--- src/rtl/wb_protocol_monitor.sv ---
// Passive Wishbone classic-cycle monitor: tracks one outstanding strobe,
// flags protocol violations and keeps read/write counts and worst-case latency.
module wb_protocol_monitor #(
  parameter int TIMEOUT_CYC = 256,
  parameter int CNT_W       = 16
) (
  input  logic             wb_clk_i,
  input  logic             wb_rst_i,
  input  logic             wb_cyc_i,
  input  logic             wb_stb_i,
  input  logic             wb_we_i,
  input  logic [3:0]       wb_sel_i,
  input  logic [31:0]      wb_addr_i,
  input  logic             wb_ack_o,
  input  logic             clr_i,
  output logic             busy_o,
  output logic             err_o,
  output logic [2:0]       err_code_o,
  output logic [4:0]       err_flags_o,
  output logic [CNT_W-1:0] rd_cnt_o,
  output logic [CNT_W-1:0] wr_cnt_o,
  output logic [CNT_W-1:0] max_lat_o
);

  typedef enum logic {S_IDLE, S_WAIT} state_t;

  localparam logic [CNT_W-1:0] CNT_MAX = '1;
  localparam logic [CNT_W-1:0] TO_M1   = CNT_W'(TIMEOUT_CYC - 1);

  state_t           state, state_nxt;
  logic [CNT_W-1:0] lat_cnt, lat_nxt, lat_inc;
  logic [31:0]      cap_addr;
  logic             cap_we;
  logic [3:0]       cap_sel;
  logic             capture;

  logic             req;
  logic             done;
  logic [CNT_W-1:0] done_lat;
  logic [4:0]       new_err;
  logic [2:0]       new_code;

  logic [4:0]       flags_base, flags_nxt;
  logic [2:0]       code_base, code_nxt;
  logic [CNT_W-1:0] rd_base, rd_nxt, wr_base, wr_nxt, max_base, max_nxt;

  // Transfer tracking; new_err bit n-1 corresponds to error code n.
  always_comb begin
    req       = wb_cyc_i & wb_stb_i;
    state_nxt = state;
    lat_nxt   = lat_cnt;
    lat_inc   = (lat_cnt == CNT_MAX) ? lat_cnt : lat_cnt + 1'b1;
    capture   = 1'b0;
    done      = 1'b0;
    done_lat  = '0;
    new_err   = '0;
    new_err[0] = wb_ack_o & ~req;
    new_err[1] = wb_stb_i & ~wb_cyc_i;
    case (state)
      S_IDLE: begin
        if (req) begin
          if (wb_ack_o) begin
            done     = 1'b1;
            done_lat = CNT_W'(1);
          end else begin
            state_nxt = S_WAIT;
            lat_nxt   = CNT_W'(1);
            capture   = 1'b1;
          end
        end
      end
      S_WAIT: begin
        if (req) begin
          new_err[3] = (wb_addr_i != cap_addr) | (wb_we_i != cap_we) |
                       (wb_sel_i != cap_sel);
          if (wb_ack_o) begin
            done      = 1'b1;
            done_lat  = lat_inc;
            state_nxt = S_IDLE;
            lat_nxt   = '0;
          end else if (lat_cnt >= TO_M1) begin
            // This cycle is the TIMEOUT_CYC-th without ack: give up on it.
            new_err[2] = 1'b1;
            state_nxt  = S_IDLE;
            lat_nxt    = '0;
          end else begin
            lat_nxt = lat_inc;
          end
        end else begin
          new_err[4] = ~wb_ack_o;
          state_nxt  = S_IDLE;
          lat_nxt    = '0;
        end
      end
      default: state_nxt = S_IDLE;
    endcase
  end

  // Statistics: clear is applied first, then this cycle's events on top.
  always_comb begin
    if (new_err[0])      new_code = 3'd1;
    else if (new_err[1]) new_code = 3'd2;
    else if (new_err[2]) new_code = 3'd3;
    else if (new_err[3]) new_code = 3'd4;
    else if (new_err[4]) new_code = 3'd5;
    else                 new_code = 3'd0;

    flags_base = clr_i ? 5'd0 : err_flags_o;
    code_base  = clr_i ? 3'd0 : err_code_o;
    rd_base    = clr_i ? '0 : rd_cnt_o;
    wr_base    = clr_i ? '0 : wr_cnt_o;
    max_base   = clr_i ? '0 : max_lat_o;

    flags_nxt = flags_base | new_err;
    code_nxt  = (code_base == 3'd0) ? new_code : code_base;
    rd_nxt    = rd_base;
    wr_nxt    = wr_base;
    max_nxt   = max_base;
    if (done) begin
      if (wb_we_i) begin
        if (wr_base != CNT_MAX) wr_nxt = wr_base + 1'b1;
      end else begin
        if (rd_base != CNT_MAX) rd_nxt = rd_base + 1'b1;
      end
      if (done_lat > max_base) max_nxt = done_lat;
    end
  end

  always_ff @(posedge wb_clk_i) begin
    if (wb_rst_i) begin
      state       <= S_IDLE;
      lat_cnt     <= '0;
      cap_addr    <= '0;
      cap_we      <= 1'b0;
      cap_sel     <= '0;
      err_flags_o <= '0;
      err_code_o  <= '0;
      rd_cnt_o    <= '0;
      wr_cnt_o    <= '0;
      max_lat_o   <= '0;
    end else begin
      state       <= state_nxt;
      lat_cnt     <= lat_nxt;
      if (capture) begin
        cap_addr <= wb_addr_i;
        cap_we   <= wb_we_i;
        cap_sel  <= wb_sel_i;
      end
      err_flags_o <= flags_nxt;
      err_code_o  <= code_nxt;
      rd_cnt_o    <= rd_nxt;
      wr_cnt_o    <= wr_nxt;
      max_lat_o   <= max_nxt;
    end
  end

  assign busy_o = (state == S_WAIT);
  assign err_o  = |err_flags_o;

endmodule
--- config.mk ---
export PLATFORM = sky130hd
export DESIGN_NAME = wb_protocol_monitor
export DESIGN_NICKNAME = d
export VERILOG_FILES = /design/src/rtl/wb_protocol_monitor.sv
export SDC_FILE = /design/constraint.sdc
export NUM_CORES = 1
export LEC_CHECK = 0
export ABC_CLOCK_PERIOD_IN_PS = 9200
export CAP_MARGIN = 10
export CORE_ASPECT_RATIO = 0.75
export CORE_MARGIN = 3
export CORE_UTILIZATION = 55
export DETAILED_ROUTE_END_ITERATION = 16
export PLACE_DENSITY = 0.82
export REMOVE_ABC_BUFFERS = 1
export SETUP_SLACK_MARGIN = 0.02
export SYNTH_ARGS = -nofsm -noshare
export SYNTH_HDL_FRONTEND = slang
export SYNTH_SLANG_ARGS = --single-unit
--- constraint.sdc ---
create_clock -name wb_clk_i -period 9.2 [get_ports wb_clk_i]
set_clock_uncertainty 0.2 [all_clocks]
set_input_delay 2.76 -clock wb_clk_i [delete_from_list [all_inputs] [get_ports wb_clk_i]]
set_output_delay 2.76 -clock wb_clk_i [all_outputs]
set_load 0.05 [all_outputs]
==> flow_summary.yaml <==
status:
  status: "completed"
worst_setup_path:
  cp-end-kind: "flip-flop"
  r2r_setup_slack_ps: 4390
  r2r-start: "lat_cnt[0]$_SDFFE_PP0P_"
  setup.worst_path.class: "input port to flip-flop"
  crit_start: "wb_ack_o"
  critPathArrivalTime_ps: 7110
  slowest_stage: "o311a_1"
  worstSetupStartpointType: "input port"
  crit_cells: 10
  reg2reg_depth: 11
  path_max_fanout: 24
  cp_num_buf_inv: 1
  crit_required_ps: 9230
  cp_top_family: "compound AO/OA/AOI/OAI gates"
  slowest_delay_ps: 800
  cp_cell_sequence: "clkdlybuf4s50_1, and3_1, nand2_1, a311oi_1, ha_1, nand4_1, nor4_1, a21boi_0, o311a_1, mux2_2"
cts:
  ctsHoldBuffers: 0
  cts_setup_buffers: 0
  cts_buffers: 9
  clock-sinks: 110
  cts_max_path_buffers: 2
  cts.htree.levels: 3
  clk_pin_slew_worst_paths_ps: 70
  root_buffer: "clkbuf_16"
  cts-resized-gates: 0
  clk_latency_ps: 340
  cts_tree: "done"
synth:
  ys_top_cells_by_area: "dfxtp_1 36%, nand2_1 7.5%, a21oi_1 6.4%, xnor2_1 6.4%, ha_1 3.9%"
  synth.ff_latch_count: 110
  synth_top_area_share_pct: 35.9
  ys_seq_area_share_pct: 35.9
  synth_ff_type: "dfxtp_1"
  synthCells: 754
  async_flop_share_pct: 0
  yosysWarnings: 0
  synth_cell_types: 67
  synth-edff-count: 0
  yosys.area.top_type: "dfxtp_1"
  syn_area_mm2: 0.00613
  postSynthAreaPerCell_um2: 8.13
drt:
  drtIter0Drc: 423
  drt-total-wl_mm: 15.7
  drtPass1Iterations: 5
  via_per_inst: 5.92
  postRouteAntennaNets: 0
  via_count: 5717
  post_drt_wl_per_cell_um: 16.2
  drcViolationCount: 0
sta:
  tightest_slew_ps: 1070
  min_period_over_period_pct: 77.0
  setup_tns_ps: 0
  fmax_mhz: 141
  final_max_slew_viol_count: 0
  min_period_ps: 7080
  setup_slack_ps: 2120
  setup_viol: 0
  rsz0062_at_grt: "no"
  relSlewSlack_pct: 27.8
  hold_viol_final: 0
global_route:
  grt_pass1_vias: 5225
  grtUsageTotal_pct: 24.7
  grt_pass1_wl_mm: 25.5
  grt_overflow_total: 0
  grt.met2_usage_pct: 37.6
  grt_max_degree: 49
  grtUsageMet1_pct: 36.2
  grt-busiest-layer: "met2"
  grt_use_met3_pct: 4.73
  antenna_found_initial: 0
run:
  cap_violations: 0
power_and_ir_drop:
  vdd_ir_drop_max_v: 0.0000786
  leakagePower_uw: 0.00243
  pwr_density_cell_mw_per_mm2: 126
placed_design:
  portBuffers: 100
  post-dp-hpwl_mm: 11.2
  gp_congestion: 0.913
  dpl_worst_slack_ps: 1860
worst_hold_path:
  hp-class: "flip-flop to flip-flop"
  min_path_cells: 2
  min_from: "cap_addr[8]$_SDFFE_PP0P_"
die:
  start_util_pct: 58.0
  fp.dieArea_mm2: 0.0125
  die_x_um: 128
  die_y_um: 97.4
  rows: 32
  design.core.area_mm2: 0.0106
  io_pins: 101
layout:
  antenna_cells: 0
  layout-drive-gt1-share_pct: 5.06
  synthToLayoutAreaGrowth_pct: 21.2
  num-nets-final: 888
registers in the layout (all words and copies together), names as in the netlist:
register and flops:
err_flags_o 5, cap_addr 32, cap_we 1, max_lat_o 16, lat_cnt 16, err_code_o 3, rd_cnt_o 16, cap_sel 4
busy_o 1, wr_cnt_o 16
cells in the final DEF (no fill, tap or decap), types with 5 or more instances in the layout:
| cell | count |
|---|---|
| nor2b_1 | 17 |
| inv_1 | 10 |
| dfxtp_1 | 110 |
| clkdlybuf4s50_1 | 99 |
| ha_1 | 19 |
| a21o_1 | 5 |
| mux2i_1 | 18 |
| and4_1 | 10 |
| nor2_1 | 40 |
| or2_2 | 5 |
| clkbuf_16 | 9 |
| nand4_1 | 16 |
| and3_1 | 7 |
| or3_1 | 25 |
| nor3_1 | 8 |
| o31ai_1 | 8 |
| nor4_1 | 9 |
| xnor2_1 | 45 |
| mux2_2 | 6 |
| nand3_1 | 33 |
| or4_1 | 9 |
| and2_1 | 11 |
| nand2b_1 | 11 |
| a21oi_1 | 79 |
| nand2_1 | 123 |
| a211oi_1 | 10 |
| o21ai_0 | 23 |
synthesized netlist by cell type, types with 3 or more instances:
cell / n
mux2i_1: 18
clkbuf_1: 27
nor3_1: 8
and4_1: 10
inv_1: 10
nor2b_1: 17
nor4_1: 10
a21boi_0: 3
a211o_1: 4
xor2_1: 4
a21oi_1: 79
ha_1: 19
a211oi_1: 10
nand3_1: 33
dfxtp_1: 110
nand2b_1: 11
buf_4: 3
nor2_1: 40
nand2_1: 123
o21ai_0: 23
or4_1: 9
nand4_1: 16
or2_2: 5
or3_1: 25
mux2_2: 6
and2_1: 11
o31ai_1: 8
and3_1: 7
a21o_1: 5
buf_2: 10
xnor2_1: 45
cell families (layout without fill, tap and decap cells):
group,count (synthesis),after routing,synth area share [%]
AND/OR/NAND/NOR,342,342,29.5
XOR/XNOR,49,49,7.00
adder cells (fa/ha/maj),19,19,3.88
AO/OA/AOI/OAI,156,156,15.9
flip-flops,110,110,35.9
multiplexers,24,24,4.04
buffers and inverters,54,130,3.82
per-layer routing:
metal,wire [um],vias to the layer above
met2,7030,189
met1,7480,2671
li1,-,2834
met3,960,23
met5,0,-
met4,210,0
final cells by class:
type	instances	area (um^2)
tap	136	170
clock inverter	4	32.5
multi-input combinational	590	3710
sequential	110	2200
inverter	11	41.3
fill	851	3140
clock buffer	11	233
timing repair buffer	104	1050
per-stage QoR:
| stage | area [um^2] | total power, uW | cells | utilization (%) | hold slack [ps] |
|---|---|---|---|---|---|
| CTS | 7400 | 943 | 965 | 70.1 | 270 |
| floorplan | 5940 | 542 | 711 | - | 242 |
| finish | 7430 | 936 | 966 | 70.3 | 269 |
| detailed placement | 7140 | 587 | 950 | 67.5 | 261 |
| global placement | 7140 | 585 | 950 | 67.5 | 253 |
| global route | 7430 | 974 | 966 | 70.3 | 285 |
where the power goes:
group / internal, uW / leakage [uW] / switching [uW]
registers: 483 / 0.000889 / 6.06
logic: 39.9 / 0.00142 / 49.2
clock network: 184 / 0.000122 / 173
total: 707 / 0.00243 / 229
worst min-delay path, cell delays in order (launching register included):
cell and delay (ps):
dfxtp_1 320, nand2_1 50, a21oi_1 50
worst paths after layout:
check	to
worst max register to register	max_lat_o[11]$_SDFF_PP0_
worst min-delay path	cap_addr[8]$_SDFFE_PP0P_
worst min register to register	cap_addr[8]$_SDFFE_PP0P_
worst max-delay path	max_lat_o[11]$_SDFF_PP0_
Note: power is estimated with default switching activity, not from simulation.
==> edit 1: new RTL, same settings <==
Register the output `wr_cnt_o` once more; this adds one clock of latency there. The other outputs are not delayed to match.
--- a/src/rtl/wb_protocol_monitor.sv
+++ b/src/rtl/wb_protocol_monitor.sv
@@ -26,6 +26,8 @@
 
   localparam logic [CNT_W-1:0] CNT_MAX = '1;
   localparam logic [CNT_W-1:0] TO_M1   = CNT_W'(TIMEOUT_CYC - 1);
+
+  logic [CNT_W-1:0] wr_cnt_s0;
 
   state_t           state, state_nxt;
   logic [CNT_W-1:0] lat_cnt, lat_nxt, lat_inc;
@@ -108,7 +110,7 @@
     flags_base = clr_i ? 5'd0 : err_flags_o;
     code_base  = clr_i ? 3'd0 : err_code_o;
     rd_base    = clr_i ? '0 : rd_cnt_o;
-    wr_base    = clr_i ? '0 : wr_cnt_o;
+    wr_base    = clr_i ? '0 : wr_cnt_s0;
     max_base   = clr_i ? '0 : max_lat_o;
 
     flags_nxt = flags_base | new_err;
@@ -136,7 +138,7 @@
       err_flags_o <= '0;
       err_code_o  <= '0;
       rd_cnt_o    <= '0;
-      wr_cnt_o    <= '0;
+      wr_cnt_s0   <= '0;
       max_lat_o   <= '0;
     end else begin
       state       <= state_nxt;
@@ -149,7 +151,7 @@
       err_flags_o <= flags_nxt;
       err_code_o  <= code_nxt;
       rd_cnt_o    <= rd_nxt;
-      wr_cnt_o    <= wr_nxt;
+      wr_cnt_s0   <= wr_nxt;
       max_lat_o   <= max_nxt;
     end
   end
@@ -157,4 +159,8 @@
   assign busy_o = (state == S_WAIT);
   assign err_o  = |err_flags_o;
 
+  always_ff @(posedge wb_clk_i) begin
+    wr_cnt_o <= wr_cnt_s0;
+  end
+
 endmodule
Behaviour: not the same (a bounded check fails within 4 cycles, from zero or initial values and one cycle with wb_rst_i high).
==> edit 1 against the original RTL <==
Maximum frequency decreased by 0.68%. Design area grew 8.4%. Routed wire length is 5.9% higher. Synthesized cell count increased by 0.80%. Power up 42%. Die area increased by 4.2%. Critical endpoint is now max_lat_o[5]$_SDFF_PP0_. Worst hold slack got worse by 88 ps. Synthesized area grew 4.4%. Sequential cell count increased by 16. Setup slack worse by 48 ps. Sequential power increased by 14%. Combinational power is 2% lower. Critical path depth down 1.
==> edit 1: results (changes against the original RTL) <==
metric	value	unit	change
reg2reg start	lat_cnt[0]$_SDFFE_PP0P_		
CP arrival	7240	ps	+130 ps
status	finished, final reports clean		
CP max FO	20		-17%
Worst path max stage delay	840	ps	+40 ps
initial antenna violation count	0		unchanged
Async SR Flop Fraction	0	%	unchanged
routed wl met3	1250	microns	+30%
number of fill cells	829		-2.6%
most instantiated cells after synthesis	dfxtp_1 (126), nand2_1 (107), a21oi_1 (73)		
Clock Latency Late Sink	420	ps	+80 ps
worst hold slack	181	ps	-87.8 ps
Pre-Repair DR Iteration Count	5		unchanged
RR Endpoint	max_lat_o[5]$_SDFF_PP0_		
met1 wire length	7590	microns	+1.5%
Post-DP HPWL	11400	microns	+2.2%
vias per inst	5.92		about the same
post-synthesis cell type count	61		-9.0%
crit path max-delay cell type	o31a_1		
hold depth	0		-2
post-CTS sizing	0		unchanged
DR iter-0 viols	485		+15%
worst vdd ir	0.000128	V	+63%
crit path launch	wb_ack_o		
cts bufs inserted	17		+8
slew of the pin with the lowest slew margin	997	ps	-77.1 ps
H-tree depth	4		+1
worst reg2reg setup slack	4140	ps	-250 ps
Worst Hold Path EP	wr_cnt_o[1]$_DFF_P_		
top cells by area, synth	dfxtp_1 (39%), xnor2_1 (7.5%), nand2_1 (6.3%)		
# diodes	0		unchanged
number of flip-flops in the largest register	32		unchanged
vias in the first global route	5665		+8.4%
R2R cell count	12		+1
Synth Warn #	0		unchanged
RD Place Congestion	0.908		-0.54%
share of layout cells above drive strength 1	6.68	%	+1.6 points
leakage	0.00275	uW	+13%
sequential area share after synthesis	39.4	%	+3.5 points
Hold Crit Start	wr_cnt_s0[1]$_SDFF_PP0_		
Clock transition at path regs	60	ps	
XOR/XNOR Fraction of Synth Area	8.21	%	+1.2 points
first-pass GRT wire length	27000	microns	+5.9%
Adder-Cell Fraction of Synth Area	3.71	%	-0.16 points
complex-gate fraction of the synthesized area	16.1	%	+0.25 points
fraction of synthesized area in multiplexers	2.93	%	-1.1 points
Final #Nets	902		+1.6%
hold buffer count at CTS	0		unchanged
pin count of the biggest net entering global routing	62		+27%
Post-Place Cell Area	7420	sq um	+4.0%
drt total wl	16600	microns	+5.9%
GRT Total Usage	25.8	%	+1.1 points
number of port buffers	100		unchanged
Met2 Wirelength	7400	microns	+5.3%
Clock Tree Buf Depth	2		unchanged
edit 1: worst max-delay path by stage:
stage                                    end
CTS                  max_lat_o[5]$_SDFF_PP0_
floorplan            max_lat_o[0]$_SDFF_PP0_
finish               max_lat_o[5]$_SDFF_PP0_
detailed placement  max_lat_o[11]$_SDFF_PP0_
global route         max_lat_o[0]$_SDFF_PP0_
global placement    max_lat_o[11]$_SDFF_PP0_
edit 1: power by group:
| part | switching, uW | internal (uW) | total [uW] |
|---|---|---|---|
| Clock | 273 | 408 | 680 |
| Sequential | 5.82 | 553 | 559 |
| Combinational | 47.3 | 40.3 | 87.6 |
edit 1: critical path, delay by kind of cell:
kind            cells  cell delay [ps]
buf+inv             1              670
simple gates        3             1390
mux                 1              420
fa+ha+maj           1              220
compound gates      3             1780
edit 1: area by class of cell:
type | count | area, sq um | share of cell area (%)
multi-input cells | 580 | 3670 | 45.5
flip-flops and latches | 126 | 2520 | 31.3
repair buffers | 106 | 1060 | 13.2
well taps | 140 | 175 | 2.17
clock buffers | 17 | 425 | 5.28
inverters | 9 | 33.8 | 0.419
clock inverters | 15 | 174 | 2.16
edit 1: per-stage QoR:
step           worst slack, ps  cells
2_1_floorplan             3400    715
3_3_place_gp              2070    959
3_5_place_dp              1810    959
4_1_cts                   2230    991
5_1_grt                   1740    993
6_report                  2070    993
edit 1: cell families (layout without fill, tap and decap cells):
group,count (synthesis),count (layout)
and+or+nand+nor,322,322
AOI/OAI and AO/OA,161,161
DFF,126,126
xor gates and xnor gates,60,60
buffers and inverters,54,147
adders and majority gates,19,19
muxes,18,18
edit 1: metal layers:
metal,global-route usage [%],vias up
met3,5.05,41
met4,9.80,0
met5,0,-
met1,35.5,2726
met2,40.2,246
li1,-,2865
==> edit 2: new RTL, config.mk and constraints unchanged <==
Without the edit above. `CNT_W`: 16 -> 32.
--- a/src/rtl/wb_protocol_monitor.sv
+++ b/src/rtl/wb_protocol_monitor.sv
@@ -2,7 +2,7 @@
 // flags protocol violations and keeps read/write counts and worst-case latency.
 module wb_protocol_monitor #(
   parameter int TIMEOUT_CYC = 256,
-  parameter int CNT_W       = 16
+  parameter int CNT_W       = 32
 ) (
   input  logic             wb_clk_i,
   input  logic             wb_rst_i,
Ports: changed (resized max_lat_o, rd_cnt_o and wr_cnt_o); port bits go from 101 to 149. No check against the original RTL was run, so the function may have changed too.
==> edit 2 against the original RTL <==
Power rose by 66%. Maximum frequency fell by 2.9%. Setup slack got worse by 210 ps. Utilization fell by 0.29 points. Synthesized area rose by 51%. Sequential share of layout area rose by 0.95 points. Design area rose by 53%. Sequential cell count rose by 64. Routed wire length rose by 62%. Critical path type unchanged.
==> edit 2: results (changes against the original RTL) <==
metric	value	unit	change
Comb pwr share	6.2	%	-3.3 points
CP max FO	45		+88%
Clk pwr share	44.6	%	+6.4 points
share of layout cells above drive strength 1	5.39	%	+0.33 points
GRT Total Usage	27.5	%	+2.8 points
Final #Nets	1345		+51%
Final min period	7290	ps	+210 ps
H-tree depth	4		+1
Hold Crit Start	cap_addr[27]$_SDFFE_PP0P_		
P_sw	381	uW	+67%
dpl ws	1580	ps	-287 ps
number of port buffers	148		+48%
Post-CTS Setup Inserts	0		unchanged
leakage	0.00394	uW	+62%
fraction of synthesized area in multiplexers	0.324	%	-3.7 points
Worst Hold Path EP	cap_addr[27]$_SDFFE_PP0P_		
drt total wl	25500	microns	+62%
vias in the first global route	8104		+55%
slew of the pin with the lowest slew margin	1080	ps	+6.84 ps
Adder-Cell Fraction of Synth Area	4.72	%	+0.85 points
CP arrival	7410	ps	+300 ps
Clock Tree Buf Depth	2		unchanged
initial antenna violation count	0		unchanged
status	finished, final reports clean		
sequential area share after synthesis	37.6	%	+1.7 points
most instantiated cells after synthesis	dfxtp_1 (174), nand2_1 (170), nor2_1 (136)		
worst vdd ir	0.000128	V	+63%
RD Place Congestion	0.874		-4.2%
dpl cells	1456		+53%
switching share of total power	24.5	%	+0.052 points
post-synthesis cell type count	64		-4.5%
cells after synthesis	1153		+53%
number of fill cells	1295		+52%
first-pass GRT wire length	41800	microns	+64%
Post-Place Cell Area	10800	sq um	+51%
XOR/XNOR Fraction of Synth Area	11.0	%	+4.0 points
top cells by area, synth	dfxtp_1 (38%), nand2_1 (6.9%), xnor2_1 (6.3%)		
cts bufs inserted	17		+8
Post-DP HPWL	17900	microns	+60%
pwr dens	137	nW/um^2	+8.6%
Clock Latency Late Sink	430	ps	+90 ps
via count	8806		+54%
worst hold slack	267	ps	-2.24 ps
R2R cell count	15		+4
DR iter-0 viols	805		+90%
==> edit 2: cell count changes after synthesis, moves of 22 or more <==
cell and change:
and3_1 +27, clkbuf_1 +26, dfxtp_1 +64, nand2_1 +47, nand4_1 +29, nor2_1 +96, o21ai_0 +27, xnor2_1 +22
xor2_1 +45
==> edit 2: cell type report <==
type	instances	share of cell area [%]
Clock buffer	18	3.77
Inverter	14	0.461
Multi-Input combinational cell	903	48.1
Timing Repair Buffer	157	13.6
Sequential cell	174	30.6
Clock inverter	13	1.15
Tap cell	210	2.31
==> edit 2: critical path: cells and delay by family <==
kind / cells / cell delay, ps
buf+inv: 2 / 1010
simple gates: 6 / 2170
compound gates: 4 / 1220
fa+ha+maj: 1 / 210
==> edit 2: layer usage <==
metal  vias to the layer above  track usage [%]  share of wire, %  wire length, microns
met2                       334             42.4                45                 11400
li1                       4296                -                 -                     -
met3                        21             5.78               8.0                  2040
met1                      4155             40.1                47                 11900
met5                         -                0                 0                     0
met4                         0             4.85              0.57                   146
